**src/rtl/rr_grant_arbiter_pkg.sv**
```systemverilog
// Shared types and helpers for the round-robin grant arbiter.
// Latency: none, these are combinational helpers.
// Backpressure: not applicable.
package rr_grant_arbiter_pkg;

    typedef enum logic {
        IDLE  = 1'b0,
        GRANT = 1'b1
    } state_t;

    // Widest requester vector the one-hot helper can produce; callers truncate.
    localparam int unsigned OH_MAX = 1024;

    function automatic int unsigned next_ptr(input int unsigned idx, input int unsigned width);
        return (idx + 1 >= width) ? 0 : idx + 1;
    endfunction

    function automatic logic [OH_MAX-1:0] idx2oh(input int unsigned idx);
        logic [OH_MAX-1:0] oh;
        oh = '0;
        oh[idx] = 1'b1;
        return oh;
    endfunction

endpackage

```
**src/rtl/programmable_priority_encoder.sv**
```systemverilog
// Priority encoder with a programmable floor: lowest set bit at/above enc_pri, and lowest overall.
// Latency: purely combinational, SPLIT-ary reduction tree.
// Backpressure: not applicable.
module programmable_priority_encoder #(
    parameter int WIDTH = 32,
    parameter int SPLIT = 2,
    localparam int LOG  = $clog2(WIDTH)
) (
    input  logic [WIDTH-1:0] dec_vld_h,
    input  logic [WIDTH-1:0] dec_vld_l,
    input  logic [LOG-1:0]   enc_pri,
    output logic             enc_vld_h,
    output logic [LOG-1:0]   enc_idx_h,
    output logic             enc_vld_l,
    output logic [LOG-1:0]   enc_idx_l,
    output logic             enc_vld
);

    logic [WIDTH-1:0] mask_h;

    // Each tree level folds SPLIT neighbours into one node, lowest child winning.
    function automatic logic [LOG:0] tree_find(input logic [WIDTH-1:0] m);
        logic [WIDTH-1:0]          v;
        logic [WIDTH-1:0]          nv;
        logic [WIDTH-1:0][LOG-1:0] ix;
        logic [WIDTH-1:0][LOG-1:0] nix;
        v = m;
        for (int i = 0; i < WIDTH; i++) begin
            ix[i] = LOG'(i);
        end
        for (int cnt = WIDTH / SPLIT; cnt >= 1; cnt = cnt / SPLIT) begin
            nv  = '0;
            nix = '0;
            for (int g = 0; g < cnt; g++) begin
                for (int j = SPLIT - 1; j >= 0; j--) begin
                    if (v[g*SPLIT+j]) begin
                        nv[g]  = 1'b1;
                        nix[g] = ix[g*SPLIT+j];
                    end
                end
            end
            v  = nv;
            ix = nix;
        end
        return {v[0], ix[0]};
    endfunction

    always_comb begin
        mask_h = '0;
        for (int i = 0; i < WIDTH; i++) begin
            mask_h[i] = dec_vld_h[i] && (i >= int'(enc_pri));
        end
    end

    assign {enc_vld_h, enc_idx_h} = tree_find(mask_h);
    assign {enc_vld_l, enc_idx_l} = tree_find(dec_vld_l);
    assign enc_vld                = enc_vld_h | enc_vld_l;

endmodule

```
**src/rtl/rr_grant_arbiter.sv**
```systemverilog
// Registered round-robin arbiter; optional grant locking under RR_GRANT_ARBITER_LOCK_EN.
// Latency: req seen at an edge -> grt_vld the next cycle; one grant per cycle sustained.
// Backpressure: grant held stable while grt_rdy is low; ptr moves only on transfer.
module rr_grant_arbiter
    import rr_grant_arbiter_pkg::*;
#(
    parameter int WIDTH     = 32,
    parameter int SPLIT     = 2,
    localparam int WIDTH_LOG = $clog2(WIDTH)
) (
    input  logic                 clk,
    input  logic                 rst_n,
    input  logic [WIDTH-1:0]     req,
`ifdef RR_GRANT_ARBITER_LOCK_EN
    input  logic                 grt_lock,
`endif
    output logic                 grt_vld,
    input  logic                 grt_rdy,
    output logic [WIDTH_LOG-1:0] grt_idx,
    output logic [WIDTH-1:0]     grt_oh,
    output logic [WIDTH_LOG-1:0] ptr
);

    state_t               state;
    state_t               state_nxt;
    logic                 lock;
    logic                 xfer;
    logic                 load;
    logic [WIDTH_LOG-1:0] adv_ptr;
    logic [WIDTH_LOG-1:0] enc_pri;
    logic [WIDTH_LOG-1:0] win_idx;
    logic [WIDTH_LOG-1:0] enc_idx_h;
    logic [WIDTH_LOG-1:0] enc_idx_l;
    logic                 enc_vld_h;
    logic                 enc_vld_l;
    logic                 enc_vld;

`ifdef RR_GRANT_ARBITER_LOCK_EN
    assign lock = grt_lock;
`else
    assign lock = 1'b0;
`endif

    assign xfer    = grt_vld & grt_rdy;
    assign adv_ptr = WIDTH_LOG'(next_ptr(int'(grt_idx), WIDTH));

    // While granting, arbitrate against the pointer the transfer would leave behind,
    // so back-to-back grants see the updated rotation without waiting a cycle.
    assign enc_pri = (state == GRANT) ? (lock ? grt_idx : adv_ptr) : ptr;

    programmable_priority_encoder #(
        .WIDTH (WIDTH),
        .SPLIT (SPLIT)
    ) u_enc (
        .dec_vld_h (req),
        .dec_vld_l (req),
        .enc_pri   (enc_pri),
        .enc_vld_h (enc_vld_h),
        .enc_idx_h (enc_idx_h),
        .enc_vld_l (enc_vld_l),
        .enc_idx_l (enc_idx_l),
        .enc_vld   (enc_vld)
    );

    assign win_idx = enc_vld_h ? enc_idx_h : enc_idx_l;
    assign load    = ((state == IDLE) || xfer) && enc_vld;

    always_ff @(posedge clk or negedge rst_n) begin
        if (!rst_n) begin
            state <= IDLE;
        end else begin
            state <= state_nxt;
        end
    end

    always_comb begin
        state_nxt = state;
        case (state)
            IDLE:    if (enc_vld) state_nxt = GRANT;
            GRANT:   if (xfer)    state_nxt = enc_vld ? GRANT : IDLE;
            default: state_nxt = IDLE;
        endcase
    end

    always_ff @(posedge clk or negedge rst_n) begin
        if (!rst_n) begin
            grt_idx <= '0;
            ptr     <= '0;
        end else begin
            if (load) begin
                grt_idx <= win_idx;
            end
            if (xfer && !lock) begin
                ptr <= adv_ptr;
            end
        end
    end

    always_comb begin
        grt_vld = (state == GRANT);
        grt_oh  = grt_vld ? WIDTH'(idx2oh(int'(grt_idx))) : '0;
    end

endmodule
```
**config.mk**
```make
export PLATFORM = sky130hd
export DESIGN_NAME = rr_grant_arbiter
export DESIGN_NICKNAME = d
export VERILOG_FILES = /design/src/rtl/rr_grant_arbiter_pkg.sv /design/src/rtl/programmable_priority_encoder.sv /design/src/rtl/rr_grant_arbiter.sv
export SDC_FILE = /design/constraint.sdc
export NUM_CORES = 1
export LEC_CHECK = 0
export ABC_CLOCK_PERIOD_IN_PS = 4100
export BUFFER_PORTS_ARGS = -buffer_cell sky130_fd_sc_hd__buf_2
export CORE_ASPECT_RATIO = 0.8
export CORE_UTILIZATION = 52
export DETAILED_ROUTE_END_ITERATION = 10
export PLACE_DENSITY = 0.82
export SETUP_SLACK_MARGIN = 0.02
export SYNTH_ARGS = -nofsm -noshare
export SYNTH_HDL_FRONTEND = slang
export SYNTH_SLANG_ARGS = --single-unit
```
**constraint.sdc**
```tcl
create_clock -name clk -period 4.1 [get_ports clk]
set_input_delay 0.41 -clock clk [delete_from_list [all_inputs] [get_ports clk]]
set_output_delay 0.41 -clock clk [all_outputs]
set_load 0.05 [all_outputs]
```
==> run metrics, run 1 <==
Min-Delay Path Class=input pin to asynchronous set/reset pin; vias in the first global route=2712; drt wl/cell=19.0 µm; Die X=77.3 µm; DR iter-0 viols=505; TritonCTS Buffers=3; Setup Viol. Count Final=0; die area=4810 µm²; Fin. Hold Viols=0; Clock Latency Late Sink=0.24 ns; skew final=0.000953 ns; antenna cell count=0; CTS tree=done; post-placement setup slack=0.707 ns; DR pass1 iterations=6; Total GRT Usage=35.5%; CTS Sinks=11; CTS H-tree depth=1; crit-path max FO=18; IO buf count=77; fmax=0.285 GHz; sequential share of the synthesized area=11.7%; Critical Path Source Type=register; post-CTS setup buffer count=0; period utilization=85.6%; Layout area overhead=19.1%; Critical-path top delay cell=a311oi_4; Clock transition at path regs=0.06 ns; Vias per Instance=6.85; maximum root-to-sink buffer count=2; Post-CTS Hold Fix Bufs=0; NumNets Final=445; RSZ-0062 raised after global routing=false; worst-path cell chain=ha_1, nor2b_2, a311oi_4, a311oi_1, o32a_2, a41oi_2, nor2_2, a311o_1, a2bb2oi_2; CP required=4.20 ns; CP endpoint kind=register; Post-synth EDFFs=0; Synth warnings=0; power per cell area=906 nW/µm²; ys async rst share=100%; Slew HR=44.2%; post-layout minimum cycle time=3.51 ns; syn avg cell area=7.10 µm²; status=finished clean; largest net degree at the start of global routing=24; Core ar.=4260 µm²; global-route wire length before repair=13.7 mm; Static Leak=1.24 nW; synthesized netlist net count=371; Final ANT Viol Nets=0; Site Rows=21; CTS resizes=0; routability cong.=0.976; DR vias=3164; count of cell types in the netlist=82; Synth Instances=332; top_reg_cell synth=dfrtp_1; DP Wirelength=7.04 mm; CP peak stage delay=0.77 ns; max_cap viols=0; Initial Util=55.4%; initial antenna violation count=0; DR DRC count=0; layout cells sized above 1=29.6%; worst path arrival time=3.61 ns; Worst-Margin Slew=0.829 ns; setup TNS=0 ns; Boundary Pins=78; height of the die=62.2 µm; Final WS setup=0.592 ns; #FFs+latches synth=11; Max rail drop VDD=569 µV; Total Routed Length=8.76 mm; CTS root buffer=clkbuf_8; Mapped Area=2360 µm²; total grt overflow=0; crit path kind=register to register; max-slew violation count=0
==> routing by layer <==
metal	part of all wire, %	track usage (%)
met1	44	51.3
met2	41	50.9
met3	13	11.6
met4	1.7	7.31
met5	0	0
==> state kept, by name, indices dropped and copies added (netlist names) <==
register / cells
ptr: 5
grt_vld: 1
grt_idx: 5
==> power breakdown <==
part | switching (mW) | internal (mW)
combinational | 1.43 | 0.712
clock | 0.0477 | 0.0671
sequential | 0.133 | 0.157
==> layout make-up <==
class,instances,area (µm²)
Multi-Input combinational cell,296,1950
Fill cell,418,1450
Timing Repair Buffer,82,423
Sequential cell,11,275
Tap cell,57,71.3
Inverter,12,45.0
Clock buffer,3,41.3
Clock inverter,1,5.00
==> cell families (layout without fill, tap and decap cells) <==
family,count (synthesis),in the layout,share of synthesized area [%]
buffers and inverters,25,98,5.73
flip-flops,11,11,11.7
adder cells (fa/ha/maj),4,4,2.12
AO/OA/AOI/OAI,124,124,39.8
multiplexers,8,8,4.51
XOR/XNOR,2,2,0.743
AND/OR/NAND/NOR,158,158,35.4
==> through the flow <==
step / std cells / total power, mW / cell area [µm²] / util [%] / hold slack [ns]
floorplan: 332 / 1.89 / 2360 / - / 0.114
global placement: 458 / 2.36 / 2760 / 64.9 / 0.294
detailed placement: 458 / 2.36 / 2760 / 64.9 / 0.300
CTS: 462 / 2.48 / 2810 / 66.0 / 0.0409
global route: 462 / 2.67 / 2810 / 66.0 / 0.0532
finish: 462 / 2.54 / 2810 / 66.0 / 0.0373
==> synth_stat cells (3+ instances only) <==
library cell / n / area (µm²)
nor4_1: 8 / 50.1
o31ai_1: 5 / 37.5
or2_2: 4 / 25.0
mux2_2: 3 / 33.8
nand3b_1: 6 / 45.0
nand3_1: 4 / 20.0
o21ai_1: 5 / 25.0
a21o_1: 6 / 45.0
and2_1: 3 / 18.8
o21ai_0: 16 / 80.1
o21bai_1: 5 / 37.5
clkbuf_1: 4 / 15.0
ha_1: 4 / 50.1
a32oi_1: 5 / 43.8
inv_1: 12 / 45.0
buf_2: 3 / 15.0
a21boi_0: 3 / 22.5
a211oi_1: 3 / 22.5
o22ai_1: 3 / 18.8
nand4_1: 6 / 37.5
buf_6: 5 / 56.3
nor2_1: 54 / 203
a31oi_1: 10 / 62.6
nand2_1: 26 / 97.6
a21oi_1: 22 / 110
o21a_1: 3 / 22.5
nand2b_1: 5 / 31.3
nor2b_1: 4 / 25.0
o211ai_1: 4 / 30.0
nor3_1: 13 / 65.1
dfrtp_1: 11 / 275
==> final timing paths <==
kind / slack, ns / cells past startpoint / to / startpoint
min: 0.04 / 1 / ptr[3] / rst_n
max reg2reg: 0.59 / 9 / grt_idx[1] / grt_idx[0]
max in group asynchronous: 3.84 / 1 / grt_idx[1] / rst_n
min reg2reg: 0.55 / 2 / ptr[2] / ptr[2]
max: 0.59 / 9 / grt_idx[1] / grt_idx[0]
min in group clk: 0.47 / 4 / grt_vld / grt_rdy
==> critical path, delay by kind of cell (launching register included) <==
| kind | cells | cell delay [ns] |
|---|---|---|
| fa+ha+maj | 1 | 0.42 |
| flops | 1 | 0.60 |
| simple gates | 2 | 0.25 |
| compound gates | 6 | 2.09 |
==> cell usage in the layout, fill, tap and decap left out, types with 3 or more instances in the layout <==
master,instances
nand2_1,26
nor2_1,54
nor3_1,13
o21ai_0,16
nor2b_1,4
a32oi_1,5
o22ai_1,3
nand4_1,6
mux2_2,3
nand3_1,4
inv_1,12
o211ai_1,4
clkbuf_8,3
a21oi_1,22
buf_4,5
and2_1,3
o31ai_1,5
nor4_1,8
or2_2,4
a211oi_1,3
buf_2,77
o21ai_1,5
ha_1,4
a31oi_1,10
a21o_1,6
nand2b_1,5
o21a_1,3
dfrtp_1,11
a21boi_0,3
nand3b_1,6
o21bai_1,5
(Power assumes the default switching activity.)
==> inputs of run 2 (changes only) <==
Settings changed: CORE_UTILIZATION 52 to 50, PLACE_DENSITY 0.82 to 0.81, SYNTH_HIERARCHICAL set to 1.
==> run 2 against run 1 <==
Cell count shrank 2.8%. Setup slack lost 0.25 ns. Clock-buffer cell count grew 1. Die area shrank 10%. Global-route usage shrank 6.9 points. Sequential share of layout area grew 1.4 points. Synthesized area shrank 14%. Wire length shrank 28%. Combinational power shrank 7%. Maximum frequency shrank 6.8%. Design area shrank 12%. Critical path type unchanged.
==> run metrics, run 2 <==
Vias per Instance=6.08 (-11%); antenna cell count=0 (unchanged); post-CTS setup buffer count=0 (unchanged); Site Rows=20 (-4.8%); Post-synth top cells=nor2_1 (59), nand2_1 (35), a21oi_1 (32), nand3_1 (19), o21ai_0 (19); met1 GRT Util=42.1% (-9.1 points); syn avg cell area=6.25 µm² (-12%); Synth warnings=6 (+6); Core ar.=3850 µm² (-9.5%); post-layout minimum cycle time=3.76 ns (+0.255 ns); Setup Viol. Count Final=0 (unchanged); largest cells by area after synthesis=dfrtp_1 (14%), nor2_1 (11%), a21oi_1 (7.9%); Total Routed Length=6.29 mm (-28%); maximum root-to-sink buffer count=2 (unchanged); Cell Int Power=0.866 mW (-7.5%); worst-path cell chain=ha_1, and4b_1, a211oi_1, a21oi_1, buf_4, nand2_1, o21ai_0, or3b_1, nor3_1, nand3b_1, or2_1, nand2_1, mux2i_1; Comb pwr share=84.6% (+0.5 points); NumNets Final=434 (-2.5%); die area=4320 µm² (-10%); most frequent cells in the layout=buf_2 (77), nor2_1 (59), nand2_1 (35), a21oi_1 (32); crit path kind=register to register; vias in the first global route=2085 (-23%); Die X=73.3 µm (-5.2%); Layout area overhead=21.5%; sw frac=63.2% (about the same); R2R depth=13 (+4); CTS resizes=0 (unchanged); Synth area leader=dfrtp_1; crit-path max FO=25 (+7); Mapped Area=2030 µm² (-14%); RSZ-0062 raised after global routing=false; largest net degree at the start of global routing=26 (+8.3%); count of cell types in the netlist=58 (-29%); Psw=1.49 mW (-7.6%); sequential share of power=10.8% (-0.6 points); sequential share of the synthesized area=13.6% (+1.9 points); power per cell area=953 nW/µm² (+5.2%); CTS H-tree depth=1 (unchanged); total grt overflow=0 (unchanged); Post-synth EDFFs=0 (unchanged); Post-CTS Hold Fix Bufs=0 (unchanged); CTS tree=done; period utilization=91.8% (+6.2 points); skew final=0.00153 ns (+0.000581 ns); DR iter-0 viols=195 (-61%); met3 Track Usage GR=6.46% (-5.2 points); ys async rst share=100% (unchanged); most numerous cell in the Yosys netlist=nor2_1; gr busiest metal=met2; Clock Latency Late Sink=0.24 ns (about the same); initial antenna violation count=0 (unchanged); max_cap viols=0 (unchanged); Placed Cells=445 (-2.8%); DR pass1 iterations=6 (unchanged); CTS root buffer=clkbuf_8; IO buf count=77 (unchanged); CP required=4.26 ns (+0.06 ns); most frequent CP cell=nand2_1; Static Leak=1.20 nW (-3.1%); Boundary Pins=78 (unchanged); Worst-Margin Slew=0.475 ns (-0.354 ns); register-to-register setup slack=0.34 ns (-0.25 ns); Non-Filler Instances=449 (-2.8%); synthesized netlist net count=364 (-1.9%); Worst Hold Slack=0.0281 ns (-0.00921 ns); Max rail drop VDD=503 µV (-12%); height of the die=59 µm (-5.2%); Clock transition at path regs=0.05 ns (about the same); status=finished clean; TritonCTS Buffers=3 (unchanged); grt met2 use=43.3% (-7.6 points); Total GRT Usage=28.6% (-6.9 points); Min-Delay Path Class=input pin to asynchronous set/reset pin; Fin. Hold Viols=0 (unchanged); Final ANT Viol Nets=0 (unchanged); CP endpoint kind=register; max-slew violation count=0 (unchanged); DR vias=2731 (-14%); Critical Path Source Type=register; setup TNS=0 ns (unchanged); worst path arrival time=3.93 ns (+0.32 ns); #FFs+latches synth=11 (unchanged); Filler Cells Inserted=374 (-11%); post-placement setup slack=0.427 ns (-0.280 ns); drt wl/cell=14.0 µm (-26%); Critical-path top delay cell=dfrtp_1; Clk pwr share=4.7% (+0.2 points); Slew HR=68.1% (+24 points); Reg2Reg Launch Point=grt_idx[0]; DR DRC count=0 (unchanged); register area=275 µm² (unchanged); Initial Util=52.7% (-2.7 points); global-route wire length before repair=9.56 mm (-30%); post-synth top area share=13.6% (+1.9 points); CTS Sinks=11 (unchanged); area occupied by multi-input gates=1600 µm² (-18%); top_reg_cell synth=dfrtp_1; DP Wirelength=4.95 mm (-30%); Final WS setup=0.337 ns (-0.255 ns); routability cong.=0.942 (-3.5%); most common cell after layout, fill and taps aside=buf_2; Synth Instances=325 (-2.1%); fmax=0.266 GHz (-6.8%); CP peak stage delay=0.46 ns (-0.31 ns); reg2reg end=grt_idx[0]; layout cells sized above 1=22.8% (-6.8 points)
run 2: changes by cell type after synthesis, moves of 6 or more:
cell     change
nand3_1     +15
a21oi_1     +10
nand2_1      +9
a21o_1       -6
mux2i_1      +6
a31oi_1      -6
run 2: layer usage:
layer  wire (µm)  vias to the layer above
met2        2600                      165
met4          49                        0
met5           0                        -
li1            -                     1322
met1        2970                     1233
met3         675                       11
run 2: cells by family (layout without fill, tap and decap cells):
| family | count (synthesis) | count (layout) | share of synthesized area (%) |
|---|---|---|---|
| mux | 9 | 9 | 4.50 |
| buf+inv | 33 | 102 | 7.89 |
| compound gates | 97 | 97 | 30.9 |
| simple gates | 170 | 170 | 40.3 |
| flops | 11 | 11 | 13.6 |
| xor+xnor | 1 | 1 | 0.431 |
| fa+ha+maj | 4 | 4 | 2.46 |
run 2: how the worst max path moves through the flow:
| stage | to | from |
|---|---|---|
| floorplan | grt_idx[0] | grt_idx[0] |
| global placement | grt_idx[0] | grt_idx[0] |
| detailed placement | grt_idx[0] | grt_idx[0] |
| CTS | grt_idx[0] | grt_idx[0] |
| global route | grt_idx[1] | grt_idx[0] |
| finish | grt_idx[0] | grt_idx[0] |
run 2: through the flow:
| stage | util [%] | power, mW | cell area (µm²) |
|---|---|---|---|
| after floorplan | - | 1.79 | 2030 |
| after global placement | 62.9 | 2.16 | 2420 |
| after detailed placement | 62.9 | 2.20 | 2420 |
| after CTS | 64.0 | 2.31 | 2470 |
| after global routing | 64.0 | 2.52 | 2470 |
| final | 64.0 | 2.35 | 2470 |
run 2: layout make-up:
cell class              count  area share, %
multi-input cells         281           64.7
repair buffers             82           17.1
flip-flops and latches     11           11.2
well taps                  55           2.79
inverters                  16           2.43
clock buffers               4           1.83
run 2: power groups by stage:
stage / logic (mW) / clock network [mW] / registers [mW]
6_report: 1.99 / 0.110 / 0.253
5_1_grt: 2.14 / 0.120 / 0.263
4_1_cts: 1.95 / 0.111 / 0.249
3_5_place_dp: 1.95 / 0 / 0.251
3_3_place_gp: 1.92 / 0 / 0.244
2_1_floorplan: 1.42 / 0 / 0.376
run 2: worst max-delay path: cells and delay by family, from the launching register on:
family / cells / cell delay, ns
simple gates: 7 / 1.92
buf+inv: 1 / 0.28
compound gates: 3 / 0.55
mux: 1 / 0.20
fa+ha+maj: 1 / 0.27
flops: 1 / 0.46
